===== src/rtl/lsu.sv =====
// lsu: initiator side of the word-addressed data-memory port.
// Byte/half loads with extension; sub-word stores done as read-modify-write.
module lsu (
   input  logic        i_clk,
   input  logic        i_rst,
   input  logic        i_req_valid,
   output logic        o_req_ready,
   input  logic        i_req_we,
   input  logic [1:0]  i_req_size,
   input  logic        i_req_unsigned,
   input  logic [31:0] i_req_addr,
   input  logic [31:0] i_req_wdata,
   output logic        o_rsp_valid,
   output logic [31:0] o_rsp_rdata,
   output logic        o_rsp_err,
   output logic [31:0] o_mem_addr,
   output logic        o_mem_write,
   output logic [31:0] o_mem_wdata,
   input  logic [31:0] i_mem_rdata
);

   typedef enum logic [2:0] {
      S_IDLE,
      S_RD,
      S_RD_DATA,
      S_WR,
      S_RMW_RD,
      S_RMW_WR,
      S_RESP
   } state_t;

   state_t      r_state;
   logic [1:0]  r_size;
   logic        r_uns;
   logic [1:0]  r_off;
   logic [31:0] r_wdata;
   logic [31:0] r_mem_addr;
   logic        r_mem_write;
   logic        r_rsp_valid;
   logic        r_rsp_err;
   logic [31:0] r_rsp_rdata;

   logic        w_misal;
   logic        w_acc_err;
   logic        w_acc_ld;
   logic        w_acc_wst;
   logic        w_acc_sst;
   logic [7:0]  w_byte;
   logic [15:0] w_half;
   logic [31:0] w_load;
   logic [31:0] w_merge;

   assign w_misal = (i_req_size == 2'b11)
                  | ((i_req_size == 2'b01) & i_req_addr[0])
                  | ((i_req_size == 2'b10) & (i_req_addr[1:0] != 2'b00));

   assign w_acc_err = w_misal;
   assign w_acc_ld  = ~w_misal & ~i_req_we;
   assign w_acc_wst = ~w_misal & i_req_we & (i_req_size == 2'b10);
   assign w_acc_sst = ~w_misal & i_req_we & (i_req_size != 2'b10);

   // Lane select/extension for loads and lane merge for sub-word stores
   always_comb begin
      w_byte  = i_mem_rdata[{r_off, 3'b000} +: 8];
      w_half  = i_mem_rdata[{r_off[1], 4'b0000} +: 16];
      w_load  = i_mem_rdata;
      w_merge = i_mem_rdata;
      case (r_size)
         2'b00:   w_load = {{24{~r_uns & w_byte[7]}}, w_byte};
         2'b01:   w_load = {{16{~r_uns & w_half[15]}}, w_half};
         default: w_load = i_mem_rdata;
      endcase
      if (r_size == 2'b00) begin
         w_merge[{r_off, 3'b000} +: 8] = r_wdata[7:0];
      end else begin
         w_merge[{r_off[1], 4'b0000} +: 16] = r_wdata[15:0];
      end
   end

   // Request sequencing FSM with registered memory and response outputs
   always_ff @(posedge i_clk or posedge i_rst) begin
      if (i_rst) begin
         r_state     <= S_IDLE;
         r_size      <= 2'b00;
         r_uns       <= 1'b0;
         r_off       <= 2'b00;
         r_wdata     <= 32'h0;
         r_mem_addr  <= 32'h0;
         r_mem_write <= 1'b0;
         r_rsp_valid <= 1'b0;
         r_rsp_err   <= 1'b0;
         r_rsp_rdata <= 32'h0;
      end else begin
         r_mem_write <= 1'b0;
         r_rsp_valid <= 1'b0;
         case (r_state)
            S_IDLE: begin
               if (i_req_valid) begin
                  r_size     <= i_req_size;
                  r_uns      <= i_req_unsigned;
                  r_off      <= i_req_addr[1:0];
                  r_wdata    <= i_req_wdata;
                  r_mem_addr <= {2'b00, i_req_addr[31:2]};
                  unique case (1'b1)
                     w_acc_err: begin
                        r_state     <= S_RESP;
                        r_rsp_valid <= 1'b1;
                        r_rsp_err   <= 1'b1;
                     end
                     w_acc_ld: begin
                        r_state <= S_RD;
                     end
                     w_acc_wst: begin
                        r_state     <= S_WR;
                        r_mem_write <= 1'b1;
                     end
                     w_acc_sst: begin
                        r_state <= S_RMW_RD;
                     end
                     default: begin
                        r_state <= S_IDLE;
                     end
                  endcase
               end
            end
            S_RD: begin
               r_state <= S_RD_DATA;
            end
            S_RD_DATA: begin
               r_rsp_rdata <= w_load;
               r_rsp_valid <= 1'b1;
               r_state     <= S_RESP;
            end
            S_WR: begin
               r_rsp_valid <= 1'b1;
               r_state     <= S_RESP;
            end
            S_RMW_RD: begin
               r_mem_write <= 1'b1;
               r_state     <= S_RMW_WR;
            end
            S_RMW_WR: begin
               r_rsp_valid <= 1'b1;
               r_state     <= S_RESP;
            end
            S_RESP: begin
               r_rsp_rdata <= 32'h0;
               r_rsp_err   <= 1'b0;
               r_state     <= S_IDLE;
            end
            default: begin
               r_state <= S_IDLE;
            end
         endcase
      end
   end

   assign o_req_ready = (r_state == S_IDLE);
   assign o_rsp_valid = r_rsp_valid;
   assign o_rsp_rdata = r_rsp_rdata;
   assign o_rsp_err   = r_rsp_err;
   assign o_mem_addr  = r_mem_addr;
   assign o_mem_write = r_mem_write;
   assign o_mem_wdata = (r_state == S_RMW_WR) ? w_merge :
                        (r_state == S_WR)     ? r_wdata : 32'h0;

endmodule


===== config.mk =====
export PLATFORM = sky130hd
export DESIGN_NAME = lsu
export DESIGN_NICKNAME = d
export VERILOG_FILES = /design/src/rtl/lsu.sv
export SDC_FILE = /design/constraint.sdc
export NUM_CORES = 1
export LEC_CHECK = 0
export CORE_ASPECT_RATIO = 2
export CORE_MARGIN = 1.5
export CORE_UTILIZATION = 45
export DETAILED_ROUTE_END_ITERATION = 12
export PLACE_DENSITY = 0.86
export SLEW_MARGIN = 20
export SYNTH_ARGS = -nofsm -noshare
export SYNTH_HDL_FRONTEND = slang
export SYNTH_SLANG_ARGS = --single-unit

===== constraint.sdc =====
create_clock -name i_clk -period 5.7 [get_ports i_clk]
set_input_delay 1.425 -clock i_clk [delete_from_list [all_inputs] [get_ports i_clk]]
set_output_delay 1.425 -clock i_clk [all_outputs]
set_load 0.02 [all_outputs]

# After elaboration in Yosys (flattened, before gate mapping)
# Cells that the tools add are included.
[word_totals]
regBits = 105
inputBits = 103
[classes]
add_sub_neg = 2
n_eq_ne = 13
shift = 6
mux = 19
bitwise = 13
reduce_logical = 8
[ops]
columns = ["operator", "n"]
rows = [
  ["$pmux W32 S2", 2],
  ["$mux W32", 3],
  ["$bwmux W32", 2],
  ["$shift A16 B7 Y32 const A", 1],
  ["$shift A8 B7 Y32 const A", 1],
  ["$shiftx A16 B7 Y32", 1],
  ["$shiftx A32 B6 Y16", 1],
  ["$shiftx A32 B6 Y8", 1],
  ["$shiftx A8 B7 Y32", 1],
  ["$pmux W3 S4", 2],
  ["$neg A5 Y7", 2],
  ["$eq A3 B3 Y1 const B", 3],
  ["$and A1 B1 Y1", 8],
  ["$eq A3 B2 Y1 const B", 2],
  ["$mux W1", 6],
  ["$pmux W1 S2", 3],
  ["$reduce_bool A2 Y1", 3],
  ["$eq A2 B1 Y1 const B", 2],
  ["$eq A2 B2 Y1 const B", 2],
  ["$ne A2 B2 Y1 const B", 2],
  ["$eq A3 B1 Y1 const B", 1],
  ["$logic_not A3 Y1", 1],
  ["$mux W3", 1],
  ["$not A1 Y1", 3],
  ["other kinds (6)", 7],
]

# Logic depth before layout (Yosys ltp)
# Gate-level depths: netlist of the first run.
[logic_depth]
word_depth = 10
depth_mapped = 8

# Worst setup path before layout of the first run
# Ideal clock, no wire load.
[synth_timing]
path_kind = "flip-flop to output port"
from = "register r_off[0]"
to = "output o_mem_wdata[10]"
arrival_ns = 2.046
t_required_ns = 4.275
path_slack_ns = 2.229
path_stages_with_launch = 8
path_buffers = 1
cell_sequence = "dfrtp_1 -> inv_1 -> ha_1 -> nor2b_1 -> and3_1 -> buf_1 -> a221o_1 -> a22o_1"
[synth_between]
elab_chain_cells = 5
elab_cells_between_ends = 6
cone_classes = "add/sub (1); shift (2); mux (3)"
[synth_lines]
columns = ["item", "line_no", "source"]
rows = [
  ["start, declared", "35", "logic [1:0] r_off;"],
  ["start signal, assigned", "101", "r_off <= i_req_addr[1:0];"],
  ["$neg A5 Y7 *", "74", "w_merge[{r_off, 3'b000} +: 8] = r_wdata[7:0];"],
  ["$shiftx A8 B7 Y32 or $shift A8 B7 Y32 (tied branches)", "74", ""],
  ["$bwmux W32 *", "74", ""],
  ["$mux W32 *", "73", "if (r_size == 2'b00) begin"],
  ["$mux W32 *", "164", "assign o_mem_wdata = (r_state == S_RMW_WR) ? w_merge :"],
  ["end, declared", "18", "output logic [31:0] o_mem_wdata,"],
]
# Every way passes the cells marked *; elsewhere a longest branch is shown, timed or not.

# Final worst setup path of the first run
[layout_timing]
from = "register r_off[0]"
to = "output o_mem_wdata[1]"
# The elaborated chain is that of the path after synthesis.

==> impl.org, run 1 <==
** Clock network
- Number of buffers inserted to repair setup after CTS :: 0
- Number of buffers between clock root and the deepest sink :: 2
- The root buffer cell chosen for the clock tree is sky130_fd_sc_hd__clkbuf_16.
- CTS tree :: done
- Clock-pin slew was measured on the worst setup and hold paths at roughly 70 ps.
- The number of gates resized after CTS was 0.
- The later pin in the worst-skew pair is clocked with a latency of between 300 and 400 ps.
- Clock sink count :: ~110
- Number of clock buffers inserted by TritonCTS :: 9
- Number of levels the H-tree was split into :: 3
- Buffers inserted to repair hold after CTS numbered 0.

** Layout
- Area of all placed cells without fillers :: just under 0.008 mm2
- After the last flow step, the layout net total stands at 743.
- Layout cells sized above 1 :: 14.7%
- Area growth syn-to-layout :: 44.8%
- Final cell count without fillers :: 788
- Cells fill 67.0% of the core in the end.

** Synth
- Counting distinct cell types in the post-synthesis netlist gives 50.
- Fraction of the yosys area taken by sequential cells :: slightly below 50%
- Of all cell types, the one taking the most synthesized area is sky130_fd_sc_hd__dfrtp_1.
- For this run, asynchronously set or reset flops after synthesis account for 100%.
- Number of enable flip-flop cells after synthesis :: 0
- In this run, synthesis produced a sequential element count of roughly 110.
- During synthesis, Yosys emitted a total of 0 warnings.
- Area of the mapped netlist :: 0.00542 mm2
- Largest cells by area after synthesis :: sky130_fd_sc_hd__dfrtp_1 49%, sky130_fd_sc_hd__mux2_2 12%, sky130_fd_sc_hd__a221o_1 7.4%, sky130_fd_sc_hd__mux2i_1 4.3%, sky130_fd_sc_hd__a22o_1 4.0%
- Cells after synthesis :: ~450
- Share of the synthesized area in the top cell type :: 48.5%
- Post-synth top flop :: sky130_fd_sc_hd__dfrtp_1
- Each instance of the synthesized netlist takes up on average about 12 um2.

** Floorplan
- Floorplan die height :: 158 um
- Number of ports placed on the die boundary :: 203
- From left edge to right edge, the die measures around 81 um.
- In this run the standard cell core region covers 0.0117 mm2.
- Die area :: ~0.013 mm2
- The floorplan has 56 rows.
- Starting utilization of the core area :: 46.3%

** Drt
- Post-detailed-routing wire length :: 18000 um
- First DRT Iteration DRCs :: between 300 and 400
- The first TritonRoute pass finished after 7 iterations.
- DRC violation count after routing :: 0
- Via density :: 6.07
- Wire length per cell :: 22.9 um
- Vias after detailed routing :: approximately 4.8k
- In this run the remaining antenna-violating nets after routing total 0.

** STA
- Achievable Freq :: 0.212 GHz
- Min cycle time layout :: approximately 4700 ps
- Between clock sinks in the finished design, the worst skew comes to ~6.5 ps.
- Worst slew slack as a fraction of its limit :: around 32%
- The number of pins with negative max-slew slack in the final report came to 0.
- The final critical path takes up 82.6% of the cycle.
- Setup TNS Final :: 0 ps
- Worst Hold Margin :: 479 ps
- Hold Vio Cnt, Final :: 0
- Transition time of the tightest slew-check pin :: between 1000 and 1500 ps
- Worst path setup slack after routing :: roughly 990 ps
- Setup repair after global routing missed its margin :: false
- Setup violations remaining at the end of the flow were counted as 0.

** Critical path
- Crit path max-delay cell type :: sky130_fd_sc_hd__clkdlybuf4s50_1
- Internal reg-to-reg setup slack :: about 3000 ps
- Kind of start point of the critical path :: flip-flop
- STA classifies the critical path endpoint as a primary output.
- The number of cells on the worst reg-to-reg path is 5.
- Data arrives at the worst endpoint at roughly 3300 ps.
- Walking the worst path, the cells encountered are inv_1 -> ha_1 -> nor2b_1 -> a32oi_1 -> o22ai_1 -> a22o_1 -> clkdlybuf4s50_1.
- The worst setup path is of the reg -> out kind.
- Worst-path fanout max :: 10
- The critical path contains buffers and inverters numbering 2 combined.
- Largest delay contributor family on the critical path :: compound AO/OA/AOI/OAI gates
- At the worst endpoint, the required time is 4280 ps.
- Stage delay of the slowest cell on the critical path :: 620 ps
- Capture point of the worst reg-to-reg path :: o_rsp_rdata[30]$_DFFE_PP0P_
- Crit Reg-Reg Startpoint :: r_off[1]$_DFFE_PP0P_

** Global route
- The total overflow left after global routing is 0.
- The number of antenna violations at the first check in global routing was 3.
- The first global-routing pass estimated 27300 um of wire.
- Largest net degree at the start of global routing :: 67
- Overall Global Routing Usage :: 29.0%
- Number of global-route vias before repair :: 4945

** Min path
- The min-delay analysis places its worst path in the category reg -> reg.
- Startpoint of the most critical hold path :: o_rsp_rdata[4]$_DFFE_PP0P_
- For hold timing, the worst endpoint is o_rsp_rdata[4]$_DFFE_PP0P_.
- The worst hold path passes through 2 cells.

** Place
- Summing all placed instances gives a cell area of 0.00750 mm2.
- Placed Cells :: between 700 and 800
- Port Buffer Count :: 200
- Prior to clock tree synthesis, the placed netlist has a worst setup slack of 1160 ps.
- The congestion estimate from routability-driven global placement came to 1.02.
- Post-detail-place hpwl :: around 14000 um

** Pwr
- Total power of the final layout :: 4.31 mW
- For this design the ratio of total power to cell area is ~550 mW/mm2.
- Static Leakage :: 3.16 nW
- IR analysis of the VDD net gives a maximum drop of about 0.00044 V.

** Flow run
- Across the run, the number of max-cap violations was 0.

** Outcome
- The run finished with clean final reports.
-- power by group --
group	internal (mW)	switching, mW
clock network	0.389	0.282
logic	1.09	1.16
registers	1.07	0.322
total	2.55	1.76
-- state kept, by name (all words and copies together), names as in the netlist --
register,cells
o_mem_addr,30
o_mem_write,1
o_rsp_err,1
o_rsp_rdata,32
o_rsp_valid,1
r_off,2
r_size,2
r_state,3
r_uns,1
r_wdata,32
-- cell families after synthesis --
kind of cell / count (synthesis) / share of synthesized area, %
adder cells (fa/ha/maj): 5 / 1.16
flip-flops: 105 / 48.5
buffers and inverters: 44 / 3.81
multiplexers: 88 / 17.8
AND/OR/NAND/NOR: 68 / 7.32
other: 1 / 0.0692
AO/OA/AOI/OAI: 138 / 21.3
-- placed cells by master (no fill, tap or decap), drive strengths merged, types with 2 or more instances in the layout --
cell type	Yosys	routed
nor2	6	6
nand3	3	3
nand2	24	24
a22o	25	25
dfrtp	105	105
nor3	2	2
nor2b	4	4
a221o	40	40
a21oi	20	20
ha	5	5
nor4	4	4
and2	8	8
conb	1	2
mux2	65	65
clkinv	2	2
nand2b	10	10
a32o	8	8
a211oi	4	4
clkdlybuf4s50	0	200
inv	8	10
o21ai	15	15
a32oi	3	3
clkbuf	10	11
nor3b	2	2
buf	24	8
nand4	2	2
mux2i	23	23
bufinv	0	2
diode	0	3
o221ai	15	15
-- per-layer routing --
metal / vias to the layer above / wire length, um / track usage (%)
met5: - / 0 / 0
met4: 0 / 1060 / 17.2
met3: 52 / 1040 / 4.27
met2: 228 / 9640 / 50.0
met1: 2384 / 6300 / 33.1
li1: 2122 / - / -
-- final cells by class --
cell class	instances	area (um2)
multi-input cells	301	2590
repair buffers	208	2080
clock inverters	5	85.1
well taps	145	181
flip-flops and latches	105	2630
clock buffers	11	233
inverters	10	40.0
fillers	876	3860
diodes	3	7.51
-- how the worst max path moves through the flow --
stage	cells past startpoint	end	from
after global routing	7	o_mem_wdata[1]	r_off[0]$_DFFE_PP0P_
after floorplan	1	o_mem_addr[0]$_DFFE_PP0P_	i_rst
after detailed placement	5	o_mem_wdata[26]	i_mem_rdata[26]
after global placement	5	o_mem_wdata[26]	i_mem_rdata[26]
after CTS	7	o_mem_wdata[1]	r_off[0]$_DFFE_PP0P_
final	7	o_mem_wdata[1]	r_off[0]$_DFFE_PP0P_
-- synth_stat cells, drive strengths merged, types with 2 or more instances --
| master | instances |
|---|---|
| nor4 | 4 |
| a32oi | 3 |
| a211oi | 4 |
| dfrtp | 105 |
| nand3 | 3 |
| nor2 | 6 |
| nor3b | 2 |
| mux2i | 23 |
| and2 | 8 |
| nor3 | 2 |
| inv | 8 |
| a22o | 25 |
| o21ai | 15 |
| clkinv | 2 |
| ha | 5 |
| nor2b | 4 |
| nand4 | 2 |
| a32o | 8 |
| a221o | 40 |
| clkbuf | 10 |
| o221ai | 15 |
| buf | 24 |
| nand2b | 10 |
| mux2 | 65 |
| a21oi | 20 |
| nand2 | 24 |
-- worst min-delay path, stage by stage, from the launching register on --
cell	delay (ps)
sky130_fd_sc_hd__dfrtp_1	340
sky130_fd_sc_hd__nand2_1	50
sky130_fd_sc_hd__o21ai_0	60
Power figures use the tool's default switching activity.
==> run 2, diff against run 1 <==
Clock period 5.7 ns to 4.7 ns, I/O delays scaled along.
==> run 2 against run 1 <==
Wire length shrank 0.24%. Combinational power increased by 21%. Sequential power is 21% higher. Clock-buffer cell count shrank 2. Sequential share of layout area about the same. Final cell count is 0.13% higher. Via count rose by 0.98%. Hold slack better by 12 ps. Critical path depth is the same. Critical path type unchanged. Highest routed layer unchanged.
==> impl.org, run 2 (synthesis results as in run 1) <==
** Drt
- The mean routed wirelength per cell is 22.8 um (-0.37%).
- The via count was 4833 (+0.98%).
- The number of search-and-repair iterations in the first detailed-routing pass is 5 (-2).
- The DRC violations left was 0 (unchanged).
- The post-detailed-routing wire length came to 18000 um (-0.24%).
- First DRT Iteration DRCs :: 400 (+12%)
- Post-detailed-route count of antenna-violating nets :: 0 (unchanged)
- Via density :: 6.13 (+0.85%)

** STA
- Min cycle time layout :: 4450 ps
- The number of hold violations in the final report is 0 (unchanged).
- Transition time of the tightest slew-check pin :: 1080 ps (+63.0 ps)
- Setup repair after global routing missed its margin :: false
- Worst slew slack as a fraction of its limit :: 28.1% (-4.2 points)
- The number of pins with negative max-slew slack in the final report is 0 (unchanged).
- Final clock skew :: 6.89 ps (+0.405 ps)
- Setup TNS Final :: 0 ps (unchanged)
- The final-report setup violation count came to 0 (unchanged).
- Achievable Freq :: 0.225 GHz
- Final cycle utilization of the critical path :: between 90% and 100%

** Critical path
- The worst path buffer plus inverter count is 2 (unchanged).
- Setup Crit Path Kind :: reg -> out
- The required time of the worst setup path was 3520 ps (-760 ps).
- Kind of start point of the critical path :: flip-flop
- Worst-path fanout max :: 10 (unchanged)
- The signal on the critical path passes through inv_1 -> ha_1 -> nor2b_1 -> a32oi_1 -> nor2_1 -> a221o_1 -> clkdlybuf4s50_1.
- Internal reg-to-reg setup slack :: 1980 ps (-1010 ps)
- Stage delay of the slowest cell on the critical path :: 650 ps (+30 ps)
- Arrival time reported for the critical path endpoint :: 3280 ps (about the same)
- Crit end category :: primary output
- The largest individual stage delay along the critical path comes from the cell sky130_fd_sc_hd__clkdlybuf4s50_1.
- Largest delay contributor family on the critical path :: buffers and inverters

** Clock network
- Clock edge transition at the registers on the reported setup and hold paths :: 80 ps (about the same)
- Clock insertion delay at the later pin of the skew report :: 350 ps (about the same)
- Cell chosen for the clock root :: sky130_fd_sc_hd__clkbuf_16
- The total clock sinks was 105 (unchanged).
- CTS-repair resized insts :: 0 (unchanged)
- Number of buffers between clock root and the deepest sink :: 2 (unchanged)
- Number of levels the H-tree was split into :: 3 (unchanged)
- CTS tree :: done
- The number of buffers added by the clock tree synthesis step was 9 (unchanged).
- Post-CTS Hold Buffers :: 0 (unchanged)
- The number of setup buffers added after CTS was 0 (unchanged).

** Place
- The instance area after placement came to 0.00752 mm2 (+0.20%).
- Port Buffer Count :: 200 (unchanged)
- Final RePlAce weighted congestion :: 1.04 (+1.2%)
- The half-perimeter wire length of the detailed placement result came to 13600 um (-1.1%).

** Global route
- The global routing usage summed across all routing layers is 28.8% (-0.13 points).
- Routing usage on met3 :: 4.73% (+0.46 points)
- The number of antenna violations at the first check in global routing came to 3 (unchanged).
- The met1 track demand over resource in global routing was 31.8% (-1.4 points).
- The largest net degree at the start of global routing is 106 (+58%).
- The first-pass GRT wire length was 27100 um (-0.76%).
- The met2 capacity usage during global routing came to 51.2% (+1.2 points).
- Global route hottest layer :: met2
- Number of global-route vias before repair :: 4913 (-0.65%)
- The global-route congestion overflow total was 0 (unchanged).

** Layout
- The layout overhead on the synthesized area is 44.8% (about the same).
- Commonest non-fill, non-tap cell in the layout :: sky130_fd_sc_hd__clkdlybuf4s50_1
- The proportion of layout cells with a drive suffix above 1 is 15.1% (+0.45 points).
- The library cells used most frequently in the layout, excluding fill and tap cells, are 200 x sky130_fd_sc_hd__clkdlybuf4s50_1, 105 x sky130_fd_sc_hd__dfrtp_1, 59 x sky130_fd_sc_hd__mux2_2.
- The number of nets in the final layout came to 744 (+0.13%).
- Area of all placed cells without fillers :: 0.00784 mm2 (about the same)

** Pwr
- Register share of total power :: 32.4% (about the same)
- The total power draw is 5.19 mW (+20%).
- Sw Ratio :: 41.4% (+0.53 points)
- The internal power of the cells was 3.04 mW (+19%).
- The clock network fraction of total power is 15.1% (-0.5 points).
- Power per unit of standard cell area :: 662 mW/mm2 (+20%)
- Part of the power in combinational logic :: 52.4% (+0.3 points)
- The static leakage is 3.17 nW (+0.28%).
- The maximum resistive drop on vdd was 0.000387 V (-12%).
- Switching power of the nets :: 2.15 mW (+22%)

** Floorplan
- The vertical die dimension is 158 um (unchanged).
- The starting utilization of the core area came to 46.3% (unchanged).
- The chip width came to 80.6 um (unchanged).
- Die area :: 0.0127 mm2 (unchanged)
- Number of ports placed on the die boundary :: 203 (unchanged)
- Area of the core region :: 0.0117 mm2 (unchanged)
- The row count came to 56 (unchanged).

** Min path
- The tightest min-delay check is of the reg -> reg type.

** Flow run
- Number of max-capacitance violations reported :: 0 (unchanged)

** Outcome
- The flow ran to the end, and the final reports show no timing, DRC or antenna violations.
-- run 2: cell types whose count changed in the layout (fill, tap and decap cells not counted), sizes merged --
cell | previous run | this run
inv | 10 | 11
buf | 8 | 9
bufinv | 2 | 1
clkbuf | 11 | 9
clkinv | 2 | 5
clkinvlp | 1 | 0
-- run 2: path summary, 6_finish.rpt --
kind                                             from                     endpoint  cells past startpoint
max in group asynchronous                       i_rst      r_wdata[12]$_DFFE_PP0P_                      3
min reg2reg                o_rsp_rdata[4]$_DFFE_PP0P_   o_rsp_rdata[4]$_DFFE_PP0P_                      2
max reg2reg                      r_off[1]$_DFFE_PP0P_  o_rsp_rdata[28]$_DFFE_PP0P_                      5
min in group asynchronous                       i_rst       r_state[0]$_DFFE_PP0P_                      3
max                              r_off[0]$_DFFE_PP0P_              o_mem_wdata[20]                      7
min                        o_rsp_rdata[4]$_DFFE_PP0P_   o_rsp_rdata[4]$_DFFE_PP0P_                      2
-- run 2: worst reg2reg max path: stages, from the launching register on --
cell and delay, ps:
sky130_fd_sc_hd__dfrtp_1 530, sky130_fd_sc_hd__buf_4 460, sky130_fd_sc_hd__mux2_4 300, sky130_fd_sc_hd__o21ai_1 120, sky130_fd_sc_hd__a2111oi_4 1010, sky130_fd_sc_hd__a221o_1 230
-- run 2: area by class of cell --
| type | count | area (um2) |
|---|---|---|
| clock inverter | 7 | 86.3 |
| timing repair buffer | 209 | 2080 |
| multi-input combinational | 301 | 2590 |
| sequential | 105 | 2630 |
| antenna | 3 | 7.51 |
| inverter | 10 | 40.0 |
| tap | 145 | 181 |
| fill | 868 | 3860 |
| clock buffer | 9 | 225 |
-- run 2: power groups by stage --
stage	sequential (mW)	combinational, mW	clock, mW
2_1_floorplan	1.79	1.48	0
3_3_place_gp	1.67	2.65	0
3_5_place_dp	1.69	2.71	0
4_1_cts	1.68	2.72	0.803
5_1_grt	1.73	2.89	0.842
6_report	1.68	2.72	0.785
-- run 2: layer usage --
metal / wire [um] / part of all wire (%)
met5: 0 / 0
met4: 964 / 5.4
met3: 1180 / 6.6
met2: 9700 / 54
met1: 6150 / 34
-- run 2: metrics by stage --
step	setup slack, ps	utilization [%]	hold slack [ps]	std cells
2_1_floorplan	764	-	459	450
3_3_place_gp	672	64.2	470	770
3_5_place_dp	682	64.2	478	770
4_1_cts	289	66.9	495	786
5_1_grt	59.4	67.0	503	789
6_report	248	67.0	491	789
